`src/rtl/operand_fetch_pkg.sv`:
```
// Shared CPU constants for the operand-fetch stage.
// Holds default widths, the x0 address and the operand count.
package operand_fetch_pkg;
  localparam int XLEN_DEF      = 32;
  localparam int REGADDR_W_DEF = 5;
  localparam int X0_ADDR       = 0;
  localparam int NUM_OPS       = 2;
endpackage

```
`src/rtl/operand_fetch_if.sv`:
```
// Decode-side and execute-side handshakes of the operand-fetch stage.
// The slave modport is the stage; the master modport is its surroundings.
interface operand_fetch_if
  import operand_fetch_pkg::*;
#(
  parameter int XLEN      = XLEN_DEF,
  parameter int REGADDR_W = REGADDR_W_DEF
);
  logic                 in_valid;
  logic                 in_ready;
  logic [REGADDR_W-1:0] in_rs1;
  logic [REGADDR_W-1:0] in_rs2;
  logic [REGADDR_W-1:0] in_rd;
  logic [XLEN-1:0]      in_pc;
  logic                 in_regwr;

  logic                 out_valid;
  logic                 out_ready;
  logic [XLEN-1:0]      out_op1;
  logic [XLEN-1:0]      out_op2;
  logic [REGADDR_W-1:0] out_rd;
  logic [XLEN-1:0]      out_pc;
  logic                 out_regwr;

  modport slave (
    input  in_valid, in_rs1, in_rs2, in_rd, in_pc, in_regwr, out_ready,
    output in_ready, out_valid, out_op1, out_op2, out_rd, out_pc, out_regwr
  );

  modport master (
    output in_valid, in_rs1, in_rs2, in_rd, in_pc, in_regwr, out_ready,
    input  in_ready, out_valid, out_op1, out_op2, out_rd, out_pc, out_regwr
  );
endinterface

```
`src/rtl/operand_bypass.sv`:
```
// Selects one source operand: x0 reads zero, a same-cycle write-back wins
// over the register-file read, otherwise the register-file data is used.
module operand_bypass
  import operand_fetch_pkg::*;
#(
  parameter int XLEN      = XLEN_DEF,
  parameter int REGADDR_W = REGADDR_W_DEF
) (
  input  logic [REGADDR_W-1:0] rs,
  input  logic [XLEN-1:0]      rf_data,
  input  logic [REGADDR_W-1:0] wb_rd,
  input  logic [XLEN-1:0]      wb_data,
  input  logic                 wb_regwr,
  output logic [XLEN-1:0]      op
);
  always_comb begin
    op = rf_data;
    if (rs == REGADDR_W'(X0_ADDR))          op = '0;
    else if (wb_regwr && (wb_rd == rs))     op = wb_data;
  end
endmodule

```
`src/rtl/operand_fetch.sv`:
```
// Single-entry operand-fetch stage: reads the register file, bypasses the
// write port, and keeps held operands coherent with later write-backs.
module operand_fetch
  import operand_fetch_pkg::*;
#(
  parameter int XLEN      = XLEN_DEF,
  parameter int REGADDR_W = REGADDR_W_DEF
) (
  input  logic                 Clk,
  input  logic                 Reset,
  operand_fetch_if.slave       pipe,
  output logic [REGADDR_W-1:0] RS1,
  output logic [REGADDR_W-1:0] RS2,
  input  logic [XLEN-1:0]      RD1,
  input  logic [XLEN-1:0]      RD2,
  input  logic [REGADDR_W-1:0] WbRD,
  input  logic [XLEN-1:0]      WbData,
  input  logic                 WbRegWr,
  input  logic                 flush
);
  logic [NUM_OPS-1:0][REGADDR_W-1:0] src_rs;
  logic [NUM_OPS-1:0][REGADDR_W-1:0] held_rs;
  logic [NUM_OPS-1:0][XLEN-1:0]      rf_rd;
  logic [NUM_OPS-1:0][XLEN-1:0]      fwd_op;
  logic [NUM_OPS-1:0][XLEN-1:0]      held_op;
  logic [NUM_OPS-1:0]                hold_hit;

  logic                 vld_q;
  logic [XLEN-1:0]      pc_q;
  logic [REGADDR_W-1:0] rd_q;
  logic                 regwr_q;
  logic                 accept;
  logic                 hold;

  assign RS1    = pipe.in_rs1;
  assign RS2    = pipe.in_rs2;
  assign src_rs = {pipe.in_rs2, pipe.in_rs1};
  assign rf_rd  = {RD2, RD1};

  assign pipe.in_ready = !vld_q || pipe.out_ready;
  assign accept        = pipe.in_valid && pipe.in_ready;
  assign hold          = vld_q && !pipe.out_ready;

  for (genvar g = 0; g < NUM_OPS; g++) begin : g_op
    operand_bypass #(
      .XLEN      (XLEN),
      .REGADDR_W (REGADDR_W)
    ) u_bypass (
      .rs       (src_rs[g]),
      .rf_data  (rf_rd[g]),
      .wb_rd    (WbRD),
      .wb_data  (WbData),
      .wb_regwr (WbRegWr),
      .op       (fwd_op[g])
    );

    // A held operand must track writes to its source, or it goes stale.
    assign hold_hit[g] = WbRegWr && (WbRD != REGADDR_W'(X0_ADDR)) &&
                         (WbRD == held_rs[g]);
  end

  always_ff @(posedge Clk or posedge Reset) begin
    if (Reset) begin
      vld_q   <= 1'b0;
      held_op <= '0;
      held_rs <= '0;
      pc_q    <= '0;
      rd_q    <= '0;
      regwr_q <= 1'b0;
    end else if (flush) begin
      vld_q <= 1'b0;
    end else if (accept) begin
      vld_q   <= 1'b1;
      held_op <= fwd_op;
      held_rs <= src_rs;
      pc_q    <= pipe.in_pc;
      rd_q    <= pipe.in_rd;
      regwr_q <= pipe.in_regwr;
    end else if (hold) begin
      for (int i = 0; i < NUM_OPS; i++)
        if (hold_hit[i]) held_op[i] <= WbData;
    end else begin
      // Drained with nothing new; payload is left in place.
      vld_q <= 1'b0;
    end
  end

  assign pipe.out_valid = vld_q;
  assign pipe.out_op1   = held_op[0];
  assign pipe.out_op2   = held_op[1];
  assign pipe.out_pc    = pc_q;
  assign pipe.out_rd    = rd_q;
  assign pipe.out_regwr = regwr_q;
endmodule

```
`src/flat_wrapper.sv`:
```
// flat-port wrapper written by rule: the top's interface ports become plain ports
module operand_fetch_flat import operand_fetch_pkg::*;
#(
  parameter int XLEN      = XLEN_DEF,
  parameter int REGADDR_W = REGADDR_W_DEF
)
  (Clk, Reset, RS1, RS2, RD1, RD2, WbRD, WbData, WbRegWr, flush, pipe_in_valid, pipe_in_rs1, pipe_in_rs2, pipe_in_rd, pipe_in_pc, pipe_in_regwr, pipe_out_ready, pipe_in_ready, pipe_out_valid, pipe_out_op1, pipe_out_op2, pipe_out_rd, pipe_out_pc, pipe_out_regwr);
  operand_fetch_if #(.XLEN(XLEN), .REGADDR_W(REGADDR_W)) pipe_i ();
  input  logic Clk;
  input  logic Reset;
  output logic [REGADDR_W-1:0] RS1;
  output logic [REGADDR_W-1:0] RS2;
  input  logic [XLEN-1:0] RD1;
  input  logic [XLEN-1:0] RD2;
  input  logic [REGADDR_W-1:0] WbRD;
  input  logic [XLEN-1:0] WbData;
  input  logic WbRegWr;
  input  logic flush;
  input wire logic [$bits(pipe_i.in_valid)-1:0] pipe_in_valid;
  input wire logic [$bits(pipe_i.in_rs1)-1:0] pipe_in_rs1;
  input wire logic [$bits(pipe_i.in_rs2)-1:0] pipe_in_rs2;
  input wire logic [$bits(pipe_i.in_rd)-1:0] pipe_in_rd;
  input wire logic [$bits(pipe_i.in_pc)-1:0] pipe_in_pc;
  input wire logic [$bits(pipe_i.in_regwr)-1:0] pipe_in_regwr;
  input wire logic [$bits(pipe_i.out_ready)-1:0] pipe_out_ready;
  output wire logic [$bits(pipe_i.in_ready)-1:0] pipe_in_ready;
  output wire logic [$bits(pipe_i.out_valid)-1:0] pipe_out_valid;
  output wire logic [$bits(pipe_i.out_op1)-1:0] pipe_out_op1;
  output wire logic [$bits(pipe_i.out_op2)-1:0] pipe_out_op2;
  output wire logic [$bits(pipe_i.out_rd)-1:0] pipe_out_rd;
  output wire logic [$bits(pipe_i.out_pc)-1:0] pipe_out_pc;
  output wire logic [$bits(pipe_i.out_regwr)-1:0] pipe_out_regwr;
  assign pipe_i.in_valid = pipe_in_valid;
  assign pipe_i.in_rs1 = pipe_in_rs1;
  assign pipe_i.in_rs2 = pipe_in_rs2;
  assign pipe_i.in_rd = pipe_in_rd;
  assign pipe_i.in_pc = pipe_in_pc;
  assign pipe_i.in_regwr = pipe_in_regwr;
  assign pipe_i.out_ready = pipe_out_ready;
  assign pipe_in_ready = pipe_i.in_ready;
  assign pipe_out_valid = pipe_i.out_valid;
  assign pipe_out_op1 = pipe_i.out_op1;
  assign pipe_out_op2 = pipe_i.out_op2;
  assign pipe_out_rd = pipe_i.out_rd;
  assign pipe_out_pc = pipe_i.out_pc;
  assign pipe_out_regwr = pipe_i.out_regwr;
  operand_fetch #(.XLEN(XLEN), .REGADDR_W(REGADDR_W)) u_core (.Clk(Clk), .Reset(Reset), .pipe(pipe_i), .RS1(RS1), .RS2(RS2), .RD1(RD1), .RD2(RD2), .WbRD(WbRD), .WbData(WbData), .WbRegWr(WbRegWr), .flush(flush));
endmodule
```
`config.mk`:
```
export PLATFORM = sky130hd
export DESIGN_NAME = operand_fetch_flat
export DESIGN_NICKNAME = d
export VERILOG_FILES = /design/src/rtl/operand_fetch_pkg.sv /design/src/rtl/operand_fetch_if.sv /design/src/rtl/operand_bypass.sv /design/src/rtl/operand_fetch.sv /design/src/flat_wrapper.sv
export SDC_FILE = /design/constraint.sdc
export NUM_CORES = 1
export LEC_CHECK = 0
export BUFFER_PORTS_ARGS = -buffer_cell sky130_fd_sc_hd__buf_2
export CAP_MARGIN = 0
export CORE_ASPECT_RATIO = 1.4
export CORE_UTILIZATION = 44
export DETAILED_ROUTE_END_ITERATION = 6
export HOLD_SLACK_MARGIN = 0.15
export MAX_ROUTING_LAYER = met4
export PLACE_DENSITY = 0.85
export SYNTH_ARGS = -nofsm -noshare
export SYNTH_HDL_FRONTEND = slang
export SYNTH_SLANG_ARGS = --single-unit
```
`constraint.sdc`:
```
create_clock -name Clk -period 4.2 [get_ports Clk]
set_clock_uncertainty 0.05 [all_clocks]
set_input_delay 1.05 -clock Clk [delete_from_list [all_inputs] [get_ports Clk]]
set_output_delay 1.05 -clock Clk [all_outputs]
set_load 0.1 [all_outputs]
```
Word level (Yosys, flattened, before mapping)
Index checks and enable logic that the tools add are counted.
- register bits: 113
- bits of input ports: 155
- output and inout port bits: 114
- logic and storage cells: 44
- equal/unequal tests: 5
- mux-type cells: 11
- bitwise logic cells: 1
- reduce and logical (&&, ||, !) cells: 19
- operators by type and width (operator ; number):
    two-way mux 32 bit ; 6
    two-way mux 64 bit ; 2
    == test 5 bit ; 4
    zero test 5 bit ; 2
    logical AND 1 bit ; 7
    AND reduction 3 bit ; 2
    nonzero test 2 bit ; 3
    nonzero test 5 bit ; 1
    two-way mux 1 bit ; 3
    inequality test 3 x 2 -> 1 bit (second input constant) ; 1
    zero test 1 bit ; 2
    AND reduction 2 bit ; 1
    logical OR 1 bit ; 1
    inverter 1 bit ; 1

Longest topological paths before layout
- depth in word-level cells: 6
- gate-level depth with buffers: 7
- mapped depth without buffers: 5

By module
Synthesis repeated with hierarchy kept, for this count alone.
- cell total of the unflattened synthesis: 775
- area total of the unflattened synthesis: 6711.4 sq um
- by module, submodules not included (module ; times used ; cells each ; area each (sq um) ; seq. area each (sq um)):
    operand_fetch ; 1 ; 529 ; 5420.2 ; 2827.7
    operand_bypass ; 2 ; 123 ; 645.6 ; 0.0

Least setup slack after synthesis
No wires, ideal clock.
- kind: input to output
- from: input port pipe_out_ready
- to: output port pipe_in_ready
- arrival: 1892 ps
- required time: 3100 ps
- setup slack: 1208 ps
- cell stages on the path: 3
- path buffers: 1
- cells stage by stage: nor2b_1 -> buf_2 -> inv_1
- longest elaborated chain between the ends: 1
- ends and longest elaborated chain (element ; RTL line ; RTL):
    from (decl) ; flat_wrapper.sv:25 ; input wire logic [$bits(pipe_i.out_ready)-1:0] pipe_out_ready;
    logical OR 1 bit ; operand_fetch.sv:40 ; assign pipe.in_ready = !vld_q || pipe.out_ready;
    to (decl) ; flat_wrapper.sv:26 ; output wire logic [$bits(pipe_i.in_ready)-1:0] pipe_in_ready;
No other way between the ends.

Final worst setup path
- from: input port WbRD[3]
- to: register u_core.held_op (netlist bit u_core.pipe.out_op1[21])
- longest elaborated chain between the ends: 5
- elaborated cells between the ends (all ways): 11
- classes of those cells: eq/ne: 2; mux: 3; reduce/logical: 6
- ends and longest elaborated chain (element ; RTL line ; RTL):
    from (decl) ; flat_wrapper.sv:15 ; input logic [REGADDR_W-1:0] WbRD;
    == test 5 bit or nonzero test 5 bit (tied branches) ; operand_bypass.sv:19, operand_fetch.sv:58 ;
    logical AND 1 bit (on tied branches) ; operand_bypass.sv:19, operand_fetch.sv:58 ;
    two-way mux 32 bit or logical AND 1 bit (tied branches) ; operand_bypass.sv:19, operand_fetch.sv:58 ;
    two-way mux 32 bit or nonzero test 2 bit (tied branches) ; n/a ;
    two-way mux 64 bit or AND reduction 3 bit (tied branches) ; n/a ;
    to (signal assigned) ; operand_fetch.sv:74 ; held_op <= fwd_op;
    to (signal, indexed assignment) ; operand_fetch.sv:81 ; if (hold_hit[i]) held_op[i] <= WbData;
    to (decl) ; operand_fetch.sv:25 ; logic [NUM_OPS-1:0][XLEN-1:0] held_op;
Parallel ways exist; a longest one is shown, timed or not.
A chain may end at the register's enable or synchronous reset.

==> flow_summary.yaml <==
outcome:
  status: "completed"
cells_and_area:
  stdcell_area_um2: 8580
  final_nets: 996
  syn_to_final_growth_pct: 29.3
  num-fill-cells: 1257
  drive_gt1_share_pct: 45.2
sta:
  max_clock_freq_ghz: 0.342
  fin_crit_ps: 2920
  setup-violations-final: 0
  slew_violations: 0
  maxSlewHeadroom_pct: 50.0
  fin_crit_sh_pct: 69.6
  hold_viol: 0
  rsz0062_at_grt: "no"
  worst_pin_slew_ps: 749
  fin_tns_setup_ps: 0
placement:
  routabilityCongestion: 0.945
  port_buffers: 268
  placed_cell_area_um2: 7960
  place_hpwl_um: 16300
synth:
  synth_ff_type: "dfrtp_1"
  synthXorXnorAreaFrac_pct: 2.64
  synth-compound-area-share_pct: 28.0
  netlist_instances: 636
  ys_types: 29
  ys_seq_elements: 113
  synth-seq-area-share_pct: 42.6
  syn-num-nets: 791
  syn_area_um2: 6630
  avgSynthCellArea_um2: 10.4
  yosys.area_share.simple_pct: 10.9
  synth_top_family_by_area: "compound AO/OA/AOI/OAI gates"
  async_reset_ff_share_pct: 100
  synth_edf_count: 0
  synthAdderAreaFrac_pct: 0
  yosysWarnings: 0
  synth.area.mux_share_pct: 8.15
power:
  seqPwrFrac_pct: 27.0
  comb_power_share_pct: 43.9
  clock_power_share_pct: 29.1
  ir_drop_mv: 0.321
  power.static_leakage_nw: 3.40
  p_int_w: 0.00264
  switching_share_pct: 49.2
  finalPower_w: 0.00519
  power.density_nw_per_um2: 605
  switchingPower_w: 0.00256
floorplanning:
  core_um2: 14600
  die_area_um2: 15600
  num_rows: 52
  start_util_pct: 45.5
  num_io_pins: 269
  fp.dieH_um: 147
  die_x_um: 106
route:
  ant_nets: 0
  route.vias.total: 7041
  wire_per_inst_um: 22.8
  drc_errors: 0
  drtIter0Drc: 721
  dr.pass1.iters: 6
  viasPerCell: 6.74
  drt-total-wl_um: 23800
worst_hold_path:
  hold_class: "register to register"
  min_to: "u_core.pipe.out_pc[22]$_DFFE_PP0P_"
  hold_depth: 1
  hold_start: "u_core.pipe.out_pc[22]$_DFFE_PP0P_"
global_route:
  first_global_vias: 6997
  grt_max_degree: 87
  grt_pass1_wl_um: 37600
  grt_overflow: 0
  antenna_found_initial: 2
  grt_usage_pct: 31.8
flow_run:
  maxCapViolCount: 0
worst_setup_path:
  r2r-end: "u_core.pipe.out_op2[25]$_DFFE_PP0P_"
  cp.arrival_ps: 3110
  reg2reg_depth: 5
  worstPathRequired_ps: 4390
  worstPathCellList: "buf_2 -> or4_4 -> o2111a_2 -> buf_4 -> a311oi_1 -> a41oi_1"
  cp-start-kind: "primary input"
  cp-end-kind: "register"
  r2r_slack_ps: 1980
  slowest_delay_ps: 560
  critPathKind: "primary input to register"
  r2r_start: "u_core.pipe.out_valid$_DFFE_PP0P_"
  critical_path.max_fanout: 34
  crit_slowest_cell: "or4_4"
clock_tree:
  post_cts_resized: 0
  hold_buffers: 0
  path_clk_slew_ps: 60
  ctsRootBufferMaster: "clkbuf_16"
  htreeDepth: 4
  clk_latency_ps: 410
  clock_path_buffers: 2
  numCtsBuffers: 17
  post_cts_buffers: 0
  cts.sinks: 113
  tritoncts: "yes"
-- Yosys cell counts (4+ instances only) --
cell / count / area [µm²]
buf_2: 6 / 30.0
buf_4: 10 / 75.1
o211ai_1: 65 / 488
buf_6: 8 / 90.1
nand4_1: 67 / 419
xnor2_1: 16 / 140
a311oi_1: 60 / 526
dfrtp_1: 113 / 2830
a21oi_1: 33 / 165
inv_1: 4 / 15.0
mux2_2: 48 / 541
xor2_1: 4 / 35.0
a311oi_2: 4 / 60.1
a41oi_1: 64 / 561
nand2b_1: 32 / 200
clkbuf_1: 80 / 300
-- critical path, delay by kind of cell --
kind	cells	cell delay, ps
AOI/OAI and AO/OA	3	930
buffers and inverters	2	530
and+or+nand+nor	1	560
-- how the worst max path moves through the flow --
stage / from / slack, ps / to / depth (start not counted)
5_1_grt: WbRD[3] / 1180 / u_core.pipe.out_op1[23]$_DFFE_PP0P_ / 6
4_1_cts: pipe_out_ready / 1280 / pipe_in_ready / 4
3_5_place_dp: WbRD[3] / 920 / u_core.pipe.out_op1[21]$_DFFE_PP0P_ / 6
6_report: WbRD[3] / 1280 / u_core.pipe.out_op1[21]$_DFFE_PP0P_ / 6
2_1_floorplan: Reset / 110 / u_core.held_rs[0]$_DFFE_PP0P_ / 1
3_3_place_gp: WbRD[3] / 980 / u_core.pipe.out_op1[25]$_DFFE_PP0P_ / 6
-- per-layer routing --
layer	up-vias	share of wire [%]	GRT usage, %
li1	3007	-	-
met1	3387	37	37.4
met2	532	49	51.1
met3	115	9.0	6.08
met4	0	5.3	17.4
met5	-	0	-
-- registers in the layout (all words and copies together) (netlist names) --
| register | cells |
|---|---|
| u_core.pipe.out_op2 | 32 |
| u_core.pipe.out_rd | 5 |
| u_core.held_rs | 10 |
| u_core.pipe.out_op1 | 32 |
| u_core.pipe.out_valid | 1 |
| u_core.pipe.out_regwr | 1 |
| u_core.pipe.out_pc | 32 |
-- per-stage QoR --
stage	util, %	cells	setup WS [ps]	hold WS [ps]
after global placement	54.6	1011	976	435
after global routing	58.9	1045	1180	466
final	58.9	1045	1280	451
after detailed placement	54.6	1011	915	440
after CTS	58.8	1043	1280	453
after floorplan	-	636	113	451
-- final cells by class --
cell class	count	area [µm²]	share of cell area, %
well taps	189	236	2.76
inverters	4	17.5	0.204
flip-flops and latches	113	2830	33.0
multi-input cells	415	3350	39.1
diodes	2	5.00	0.0583
clock inverters	15	184	2.14
repair buffers	290	1530	17.9
clock buffers	17	425	4.96
-- placed cells by master, fill, tap and decap left out, types with 3 or more instances in the layout --
cell type,n
a311oi_2,4
dfrtp_1,113
nand2_1,3
inv_6,4
a41oi_1,64
a21oi_1,33
xor2_1,4
and4_1,3
mux2_2,48
a311oi_1,60
clkinvlp_4,3
bufinv_16,3
clkbuf_16,17
o211ai_1,65
buf_4,20
clkinv_4,3
nand2b_1,32
nand4_1,67
xnor2_1,14
inv_1,3
buf_2,268
-- cell families after synthesis --
kind of cell / Yosys count
AO/OA/AOI/OAI: 232
AND/OR/NAND/NOR: 115
flip-flops: 113
buffers and inverters: 108
multiplexers: 48
XOR/XNOR: 20
-- power by group through the flow --
stage / clock (W) / sequential (W) / combinational (W)
2_1_floorplan: 0 / 0.00269 / 0.000523
3_3_place_gp: 0 / 0.00141 / 0.00224
3_5_place_dp: 0 / 0.00142 / 0.00227
4_1_cts: 0.00152 / 0.00140 / 0.00227
5_1_grt: 0.00158 / 0.00142 / 0.00235
6_report: 0.00151 / 0.00140 / 0.00228
No activity file was read; power rests on OpenSTA's default activity.
